<file path="src/rtl/rinv_seq_ctrl_if.sv">
`default_nettype none
// ============================================================================
// Module   : rinv_seq_ctrl_if
// Brief    : Upstream, datapath and downstream signal bundle for rinv_seq_ctrl.
//            err_singular exists only with RINV_SEQ_SINGULAR_CHECK_EN defined.
// Revision : 1.0 - initial release
// ============================================================================
interface rinv_seq_ctrl_if #(
   parameter int SIZE = 16
);
   logic            in_valid;
   logic            in_ready;
   logic [SIZE-1:0] in_data;
   logic [SIZE-1:0] rin_00;
   logic [SIZE-1:0] rin_01;
   logic [SIZE-1:0] rin_02;
   logic [SIZE-1:0] rin_11;
   logic [SIZE-1:0] rin_12;
   logic [SIZE-1:0] rin_22;
   logic            rinv_start;
   logic            rinv_read;
   logic            rinv_dnload;
   logic            rinv_finish;
   logic [SIZE-1:0] rinv_elem;
   logic            out_valid;
   logic            out_ready;
   logic [SIZE-1:0] out_data;
   logic            out_last;
   logic            busy;
   logic            err_timeout;
`ifdef RINV_SEQ_SINGULAR_CHECK_EN
   logic            err_singular;
`endif

   modport master (
      input  in_valid, in_data, rinv_dnload, rinv_finish, rinv_elem, out_ready,
      output in_ready, rin_00, rin_01, rin_02, rin_11, rin_12, rin_22,
             rinv_start, rinv_read, out_valid, out_data, out_last, busy, err_timeout
`ifdef RINV_SEQ_SINGULAR_CHECK_EN
      , output err_singular
`endif
   );

   modport slave (
      output in_valid, in_data, rinv_dnload, rinv_finish, rinv_elem, out_ready,
      input  in_ready, rin_00, rin_01, rin_02, rin_11, rin_12, rin_22,
             rinv_start, rinv_read, out_valid, out_data, out_last, busy, err_timeout
`ifdef RINV_SEQ_SINGULAR_CHECK_EN
      , input err_singular
`endif
   );
endinterface
`default_nettype wire

</file>
<file path="src/rtl/rinv_seq_ctrl.sv">
`default_nettype none
// ============================================================================
// Module   : rinv_seq_ctrl
// Brief    : Loads six R words, starts the 3x3 R-inverse datapath, captures and
//            replays its nine results. Option macro: RINV_SEQ_SINGULAR_CHECK_EN.
// Revision : 1.0 - initial release
// ============================================================================
module rinv_seq_ctrl #(
   parameter int SIZE    = 16,
   parameter int TIMEOUT = 255
) (
   input  wire logic       clk,
   input  wire logic       rst,
   rinv_seq_ctrl_if.master bus
);
   localparam int         NELEM    = 9;
   localparam logic [7:0] TMO_LAST = 8'(TIMEOUT - 1);
   localparam logic [3:0] LAST_IDX = 4'(NELEM - 1);

   typedef enum logic [2:0] {
      IDLE      = 3'd0,
      LOAD      = 3'd1,
      START     = 3'd2,
      WAIT_CALC = 3'd3,
      READ      = 3'd4,
      DRAIN     = 3'd5
   } state_t;

   state_t          state;
   logic [SIZE-1:0] rin      [0:5];
   logic [SIZE-1:0] elem_buf [0:NELEM-1];
   logic [2:0]      ld_cnt;
   logic [7:0]      tmo_cnt;
   logic [3:0]      rd_cnt;
   logic [3:0]      rd_ptr;
   logic [3:0]      rd_ptr_nxt;
   logic            seen_low;
   logic            in_ready;
   logic            in_fire;
   logic            rinv_start;
   logic            rinv_read;
   logic            out_valid;
   logic            out_last;
   logic [SIZE-1:0] out_data;
   logic            err_timeout;

   assign in_fire    = bus.in_valid && in_ready;
   assign rd_ptr_nxt = rd_ptr + 4'd1;

`ifdef RINV_SEQ_SINGULAR_CHECK_EN
   logic err_singular;
   logic singular;
   // rin_22 arrives with the final word, so it is checked on the bus directly
   assign singular = (rin[0] == '0) || (rin[3] == '0) || (bus.in_data == '0);
   assign bus.err_singular = err_singular;
`endif

   always_ff @(posedge clk or posedge rst) begin
      if (rst) begin
         state       <= IDLE;
         ld_cnt      <= '0;
         tmo_cnt     <= '0;
         rd_cnt      <= '0;
         rd_ptr      <= '0;
         seen_low    <= 1'b0;
         in_ready    <= 1'b0;
         rinv_start  <= 1'b0;
         rinv_read   <= 1'b0;
         out_valid   <= 1'b0;
         out_last    <= 1'b0;
         out_data    <= '0;
         err_timeout <= 1'b0;
`ifdef RINV_SEQ_SINGULAR_CHECK_EN
         err_singular <= 1'b0;
`endif
         for (int i = 0; i < 6; i++)     rin[i]      <= '0;
         for (int i = 0; i < NELEM; i++) elem_buf[i] <= '0;
      end else begin
         case (state)
            IDLE: begin
               in_ready <= 1'b1;
               if (in_fire) begin
                  rin[0]      <= bus.in_data;
                  ld_cnt      <= 3'd1;
                  err_timeout <= 1'b0;
`ifdef RINV_SEQ_SINGULAR_CHECK_EN
                  err_singular <= 1'b0;
`endif
                  state       <= LOAD;
               end
            end
            LOAD: begin
               if (in_fire) begin
                  rin[ld_cnt] <= bus.in_data;
                  ld_cnt      <= ld_cnt + 3'd1;
                  if (ld_cnt == 3'd5) begin
`ifdef RINV_SEQ_SINGULAR_CHECK_EN
                     if (singular) begin
                        err_singular <= 1'b1;
                        state        <= IDLE;
                     end else begin
                        in_ready   <= 1'b0;
                        rinv_start <= 1'b1;
                        state      <= START;
                     end
`else
                     in_ready   <= 1'b0;
                     rinv_start <= 1'b1;
                     state      <= START;
`endif
                  end
               end
            end
            START: begin
               rinv_start <= 1'b0;
               seen_low   <= 1'b0;
               tmo_cnt    <= '0;
               state      <= WAIT_CALC;
            end
            WAIT_CALC: begin
               // dnload may still be high from the last run; only a fresh rise counts
               if (!bus.rinv_dnload) seen_low <= 1'b1;
               if (seen_low && bus.rinv_dnload) begin
                  rinv_read <= 1'b1;
                  rd_cnt    <= '0;
                  state     <= READ;
               end else if (tmo_cnt == TMO_LAST) begin
                  err_timeout <= 1'b1;
                  in_ready    <= 1'b1;
                  state       <= IDLE;
               end else begin
                  tmo_cnt <= tmo_cnt + 8'd1;
               end
            end
            READ: begin
               // element for read cycle k arrives one cycle later
               if (rd_cnt != 4'd0) elem_buf[rd_cnt - 4'd1] <= bus.rinv_elem;
               rinv_read <= (rd_cnt < LAST_IDX);
               rd_cnt    <= rd_cnt + 4'd1;
               if (rd_cnt == LAST_IDX + 4'd1) begin
                  if (bus.rinv_finish) begin
                     out_valid <= 1'b1;
                     out_data  <= elem_buf[0];
                     out_last  <= 1'b0;
                     rd_ptr    <= '0;
                     state     <= DRAIN;
                  end else begin
                     err_timeout <= 1'b1;
                     in_ready    <= 1'b1;
                     state       <= IDLE;
                  end
               end
            end
            DRAIN: begin
               if (bus.out_ready) begin
                  if (rd_ptr == LAST_IDX) begin
                     out_valid <= 1'b0;
                     out_last  <= 1'b0;
                     rd_ptr    <= '0;
                     in_ready  <= 1'b1;
                     state     <= IDLE;
                  end else begin
                     rd_ptr   <= rd_ptr_nxt;
                     out_data <= elem_buf[rd_ptr_nxt];
                     out_last <= (rd_ptr_nxt == LAST_IDX);
                  end
               end
            end
            default: state <= IDLE;
         endcase
      end
   end

   assign bus.in_ready    = in_ready;
   assign bus.rin_00      = rin[0];
   assign bus.rin_01      = rin[1];
   assign bus.rin_02      = rin[2];
   assign bus.rin_11      = rin[3];
   assign bus.rin_12      = rin[4];
   assign bus.rin_22      = rin[5];
   assign bus.rinv_start  = rinv_start;
   assign bus.rinv_read   = rinv_read;
   assign bus.out_valid   = out_valid;
   assign bus.out_data    = out_data;
   assign bus.out_last    = out_last;
   assign bus.busy        = (state != IDLE);
   assign bus.err_timeout = err_timeout;
endmodule
`default_nettype wire

</file>
<file path="src/flat_wrapper.sv">
// flat-port wrapper written by rule: the top's interface ports become plain ports
module rinv_seq_ctrl_flat 
#(
   parameter int SIZE    = 16,
   parameter int TIMEOUT = 255
)
  (clk, rst, bus_in_valid, bus_in_data, bus_rinv_dnload, bus_rinv_finish, bus_rinv_elem, bus_out_ready, bus_in_ready, bus_rin_00, bus_rin_01, bus_rin_02, bus_rin_11, bus_rin_12, bus_rin_22, bus_rinv_start, bus_rinv_read, bus_out_valid, bus_out_data, bus_out_last, bus_busy, bus_err_timeout);
  rinv_seq_ctrl_if #(.SIZE(SIZE)) bus_i ();
  input  wire logic clk;
  input  wire logic rst;
  input wire logic [$bits(bus_i.in_valid)-1:0] bus_in_valid;
  input wire logic [$bits(bus_i.in_data)-1:0] bus_in_data;
  input wire logic [$bits(bus_i.rinv_dnload)-1:0] bus_rinv_dnload;
  input wire logic [$bits(bus_i.rinv_finish)-1:0] bus_rinv_finish;
  input wire logic [$bits(bus_i.rinv_elem)-1:0] bus_rinv_elem;
  input wire logic [$bits(bus_i.out_ready)-1:0] bus_out_ready;
  output wire logic [$bits(bus_i.in_ready)-1:0] bus_in_ready;
  output wire logic [$bits(bus_i.rin_00)-1:0] bus_rin_00;
  output wire logic [$bits(bus_i.rin_01)-1:0] bus_rin_01;
  output wire logic [$bits(bus_i.rin_02)-1:0] bus_rin_02;
  output wire logic [$bits(bus_i.rin_11)-1:0] bus_rin_11;
  output wire logic [$bits(bus_i.rin_12)-1:0] bus_rin_12;
  output wire logic [$bits(bus_i.rin_22)-1:0] bus_rin_22;
  output wire logic [$bits(bus_i.rinv_start)-1:0] bus_rinv_start;
  output wire logic [$bits(bus_i.rinv_read)-1:0] bus_rinv_read;
  output wire logic [$bits(bus_i.out_valid)-1:0] bus_out_valid;
  output wire logic [$bits(bus_i.out_data)-1:0] bus_out_data;
  output wire logic [$bits(bus_i.out_last)-1:0] bus_out_last;
  output wire logic [$bits(bus_i.busy)-1:0] bus_busy;
  output wire logic [$bits(bus_i.err_timeout)-1:0] bus_err_timeout;
  assign bus_i.in_valid = bus_in_valid;
  assign bus_i.in_data = bus_in_data;
  assign bus_i.rinv_dnload = bus_rinv_dnload;
  assign bus_i.rinv_finish = bus_rinv_finish;
  assign bus_i.rinv_elem = bus_rinv_elem;
  assign bus_i.out_ready = bus_out_ready;
  assign bus_in_ready = bus_i.in_ready;
  assign bus_rin_00 = bus_i.rin_00;
  assign bus_rin_01 = bus_i.rin_01;
  assign bus_rin_02 = bus_i.rin_02;
  assign bus_rin_11 = bus_i.rin_11;
  assign bus_rin_12 = bus_i.rin_12;
  assign bus_rin_22 = bus_i.rin_22;
  assign bus_rinv_start = bus_i.rinv_start;
  assign bus_rinv_read = bus_i.rinv_read;
  assign bus_out_valid = bus_i.out_valid;
  assign bus_out_data = bus_i.out_data;
  assign bus_out_last = bus_i.out_last;
  assign bus_busy = bus_i.busy;
  assign bus_err_timeout = bus_i.err_timeout;
  rinv_seq_ctrl #(.SIZE(SIZE), .TIMEOUT(TIMEOUT)) u_core (.clk(clk), .rst(rst), .bus(bus_i));
endmodule
</file>
<file path="config.mk">
export PLATFORM = sky130hd
export DESIGN_NAME = rinv_seq_ctrl_flat
export DESIGN_NICKNAME = d
export VERILOG_FILES = /design/src/rtl/rinv_seq_ctrl_if.sv /design/src/rtl/rinv_seq_ctrl.sv /design/src/flat_wrapper.sv
export SDC_FILE = /design/constraint.sdc
export NUM_CORES = 1
export LEC_CHECK = 0
export BUFFER_PORTS_ARGS = -buffer_cell sky130_fd_sc_hd__clkbuf_2
export CORE_ASPECT_RATIO = 2
export CORE_MARGIN = 2
export CORE_UTILIZATION = 40
export CTS_BUF_LIST = sky130_fd_sc_hd__clkbuf_8
export DETAILED_ROUTE_END_ITERATION = 8
export SYNTH_ARGS = -nofsm -noshare
export SYNTH_HDL_FRONTEND = slang
export SYNTH_SLANG_ARGS = --single-unit
</file>
<file path="constraint.sdc">
create_clock -name clk -period 8.1 [get_ports clk]
set_input_delay 0.81 -clock clk [delete_from_list [all_inputs] [get_ports clk]]
set_output_delay 0.81 -clock clk [all_outputs]
set_load 0.03 [all_outputs]
</file>
==> results.py <==
metrics = {
    "pwr": {
        "clkPwrFrac": 0.217,
        "p_sw_frac": 0.398,
        "p_sw_w": 0.00212,
        "ir_drop_uv": 224,
        "power_density_nw_per_um2": 363,
        "p_leak_nw": 7.02,
        "power_frac_seq": 0.399,
        "power_frac_comb": 0.384,
        "p_int_w": 0.00321,
    },
    "logic_synthesis": {
        "synth_area_um2": 12700,
        "synth-edff-count": 0,
        "synth_top_cell_by_area": "dfrtp_1",
        "synthDistinctLibCells": 57,
        "synth_warnings": 0,
        "synth_seq_area_share": 0.560,
        "synth_top_area_frac": 0.560,
        "ys_seq_elements": 285,
        "postSynthAreaPerCell_um2": 13.6,
        "synthTopCellsByArea": "dfrtp_1 (56%), mux2_2 (21%), mux2i_1 (5.2%)",
        "synth_nets": 991,
        "syn_inst": 939,
        "synthArstFlopShare": 1.00,
        "synthFlopType": "dfrtp_1",
    },
    "sta": {
        "worstMarginPinSlew_ns": 1.24,
        "post-route-period-util": 0.374,
        "relSlewSlack": 0.173,
        "hold_viol_final": 0,
        "finClkSkew_ns": 0.0228,
        "max_freq_mhz": 330,
        "rsz0062_at_grt": "no",
        "setup-tns-final_ns": 0,
        "slew_viol_final": 0,
        "setup_slack_ns": 5.07,
        "setup_viol": 0,
        "period_needed_ns": 3.03,
    },
    "cts": {
        "clkTransAtPathRegs_ns": 0.06,
        "cts_root_buffer": "clkbuf_8",
        "cts_tree": "yes",
        "clock_sinks": 285,
        "ctsResizeCount": 0,
        "htree_levels": 2,
        "ctsLongestPathBuffers": 3,
        "cts_setup_buffers": 0,
        "ctsHoldBuffers": 0,
        "clkLatencyLatePin_ns": 0.58,
        "numCtsBuffers": 43,
    },
    "critical_path": {
        "crit_type": "reg -> reg",
        "cp-end-kind": "register",
        "cp_slowest_cell": "and3_1",
        "max_stage_delay_ns": 0.93,
        "start_kind": "register",
        "reg2reg_from": "u_core.state[0]",
        "crit_family": "simple AND/OR/NAND/NOR gates",
        "worstPathCellList": "or3b_1, a21oi_4, and3_1, mux2_2",
        "crit_arrival_ns": 3.48,
        "worstSetupStartpoint": "u_core.state[0]",
        "worst_ep_required_time_ns": 8.55,
        "critPathBufInv": 0,
        "path_max_fanout": 23,
    },
    "grt": {
        "grt_pass1_wl_um": 50600,
        "antenna_found_initial": 1,
        "grt_max_degree": 177,
        "gr-usage-all-layers": 0.196,
        "overflow": 0,
        "grt_pass1_vias": 8815,
    },
    "die": {
        "ios": 157,
        "die_h_um": 256,
        "placeableCoreArea_um2": 31400,
        "die-area_um2": 33400,
        "rows": 92,
        "start_util": 0.405,
        "die_x_um": 130,
    },
    "layout": {
        "multiInputGateArea_um2": 5230,
        "final_common_cell": "dfrtp_1",
        "num-fill-cells": 2905,
        "mostFrequentLayoutCells": "dfrtp_1 (285), mux2_2 (242), clkbuf_2 (156)",
        "layout-drive-gt1-share": 0.436,
        "instances_no_fill": 1556,
        "areaGrowthSynthToFinish_pct": 15.4,
        "fin_nets": 1153,
        "regArea_um2": 7130,
    },
    "drt": {
        "first_iter_violations": 335,
        "drc": 0,
        "dr.pass1.iters": 4,
        "viasPerCell": 5.32,
        "postRouteAntennaNets": 0,
        "routed_wl_um": 32100,
        "wl_per_cell_um": 20.7,
        "num_vias": 8275,
    },
    "status": {
        "status": "complete, no violations",
    },
    "placed_design": {
        "port_buffers": 156,
        "dp_hpwl_um": 21500,
        "gp_congestion": 0.804,
        "dp_slack_ns": 5.05,
        "dp.cells": 1479,
    },
    "flow_run": {
        "cap_violations": 0,
    },
    "min_path": {
        "hp-class": "in -> async",
    },
}
[metrics by stage]
| stage | utilization | area, um^2 | power [W] | hold WS [ns] |
|---|---|---|---|---|
| after floorplan | - | 12700 | 0.00360 | 0.479 |
| after global placement | 0.441 | 13900 | 0.00419 | 0.487 |
| after detailed placement | 0.441 | 13900 | 0.00422 | 0.492 |
| after CTS | 0.468 | 14700 | 0.00540 | 0.507 |
| after global routing | 0.468 | 14700 | 0.00564 | 0.511 |
| final | 0.468 | 14700 | 0.00533 | 0.445 |
[cells by family after synthesis]
logic type	synth area share
xor+xnor	0.00619
mux	0.266
fa+ha+maj	0.0138
simple gates	0.0491
flops	0.560
buf+inv	0.0311
compound gates	0.0740
[power groups by stage]
stage | sequential (W) | clock (W) | combinational [W]
3_3_place_gp | 0.00214 | 0 | 0.00206
3_5_place_dp | 0.00215 | 0 | 0.00207
5_1_grt | 0.00218 | 0.00126 | 0.00220
6_report | 0.00213 | 0.00116 | 0.00205
2_1_floorplan | 0.00258 | 0 | 0.00102
4_1_cts | 0.00213 | 0.00120 | 0.00208
[tightest hold or removal path: stages]
cell	delay, ns
clkbuf_2	0.10
clkinvlp_4	0.07
buf_12	0.58
[final timing paths]
| path | end | slack, ns | cells past startpoint |
|---|---|---|---|
| max in group asynchronous | u_core.elem_buf[123] | 6.20 | 4 |
| worst min-delay path | u_core.elem_buf[84] | 0.45 | 3 |
| worst max register to register | u_core.elem_buf[24] | 5.07 | 4 |
| min in group clk | u_core.bus.rin_01[13] | 0.50 | 1 |
| worst min register to register | u_core.bus.rin_01[13] | 0.50 | 1 |
| worst max-delay path | u_core.elem_buf[24] | 5.07 | 4 |
[cell usage after synthesis (2+ instances only)]
master,number
nand2b_1,7
mux2_2,242
or3_1,3
and3b_1,2
a22oi_1,16
a31oi_1,3
mux2i_1,66
buf_4,7
inv_1,26
a221oi_1,16
xor2_1,5
dfrtp_1,285
a32o_1,2
nand4_1,3
o22ai_1,18
buf_6,8
o31ai_1,4
o21ai_0,32
a21oi_1,24
and3_1,6
clkbuf_1,15
a22o_1,2
nor3_1,3
nand3_1,8
a21o_1,17
and2_1,3
nand2_1,22
nand3_2,5
nand4b_1,2
buf_2,17
ha_1,14
xnor2_1,4
nor2_1,22
nand3b_1,5
nand3b_2,2
buf_1,2
[flip-flops by register name, indices dropped and copies added (netlist names), 3 cells and up]
| register | cells |
|---|---|
| u_core.bus.rin_22 | 16 |
| u_core.bus.rin_01 | 16 |
| u_core.elem_buf | 144 |
| u_core.bus.rin_12 | 16 |
| u_core.bus.rin_02 | 16 |
| u_core.bus.out_data | 16 |
| u_core.state | 3 |
| u_core.bus.rin_11 | 16 |
| u_core.ld_cnt | 3 |
| u_core.tmo_cnt | 8 |
| u_core.rd_cnt | 4 |
| u_core.bus.rin_00 | 16 |
| u_core.rd_ptr | 4 |
[cell type report]
| type | instances | area share |
|---|---|---|
| clock inverter | 24 | 0.00766 |
| timing repair buffer | 167 | 0.0596 |
| multi-input combinational | 578 | 0.356 |
| inverter | 26 | 0.00689 |
| clock buffer | 52 | 0.0487 |
| antenna | 1 | 0.000170 |
| sequential | 285 | 0.485 |
| tap | 423 | 0.0360 |
[per-layer routing]
metal / vias to the layer above / wire (um) / GRT usage
met4: 0 / 1130 / 0.0806
met2: 235 / 17400 / 0.361
li1: 3727 / - / -
met5: - / 0 / 0
met3: 78 / 1700 / 0.0440
met1: 4235 / 11900 / 0.211
No activity file was read; power rests on OpenSTA's default activity.
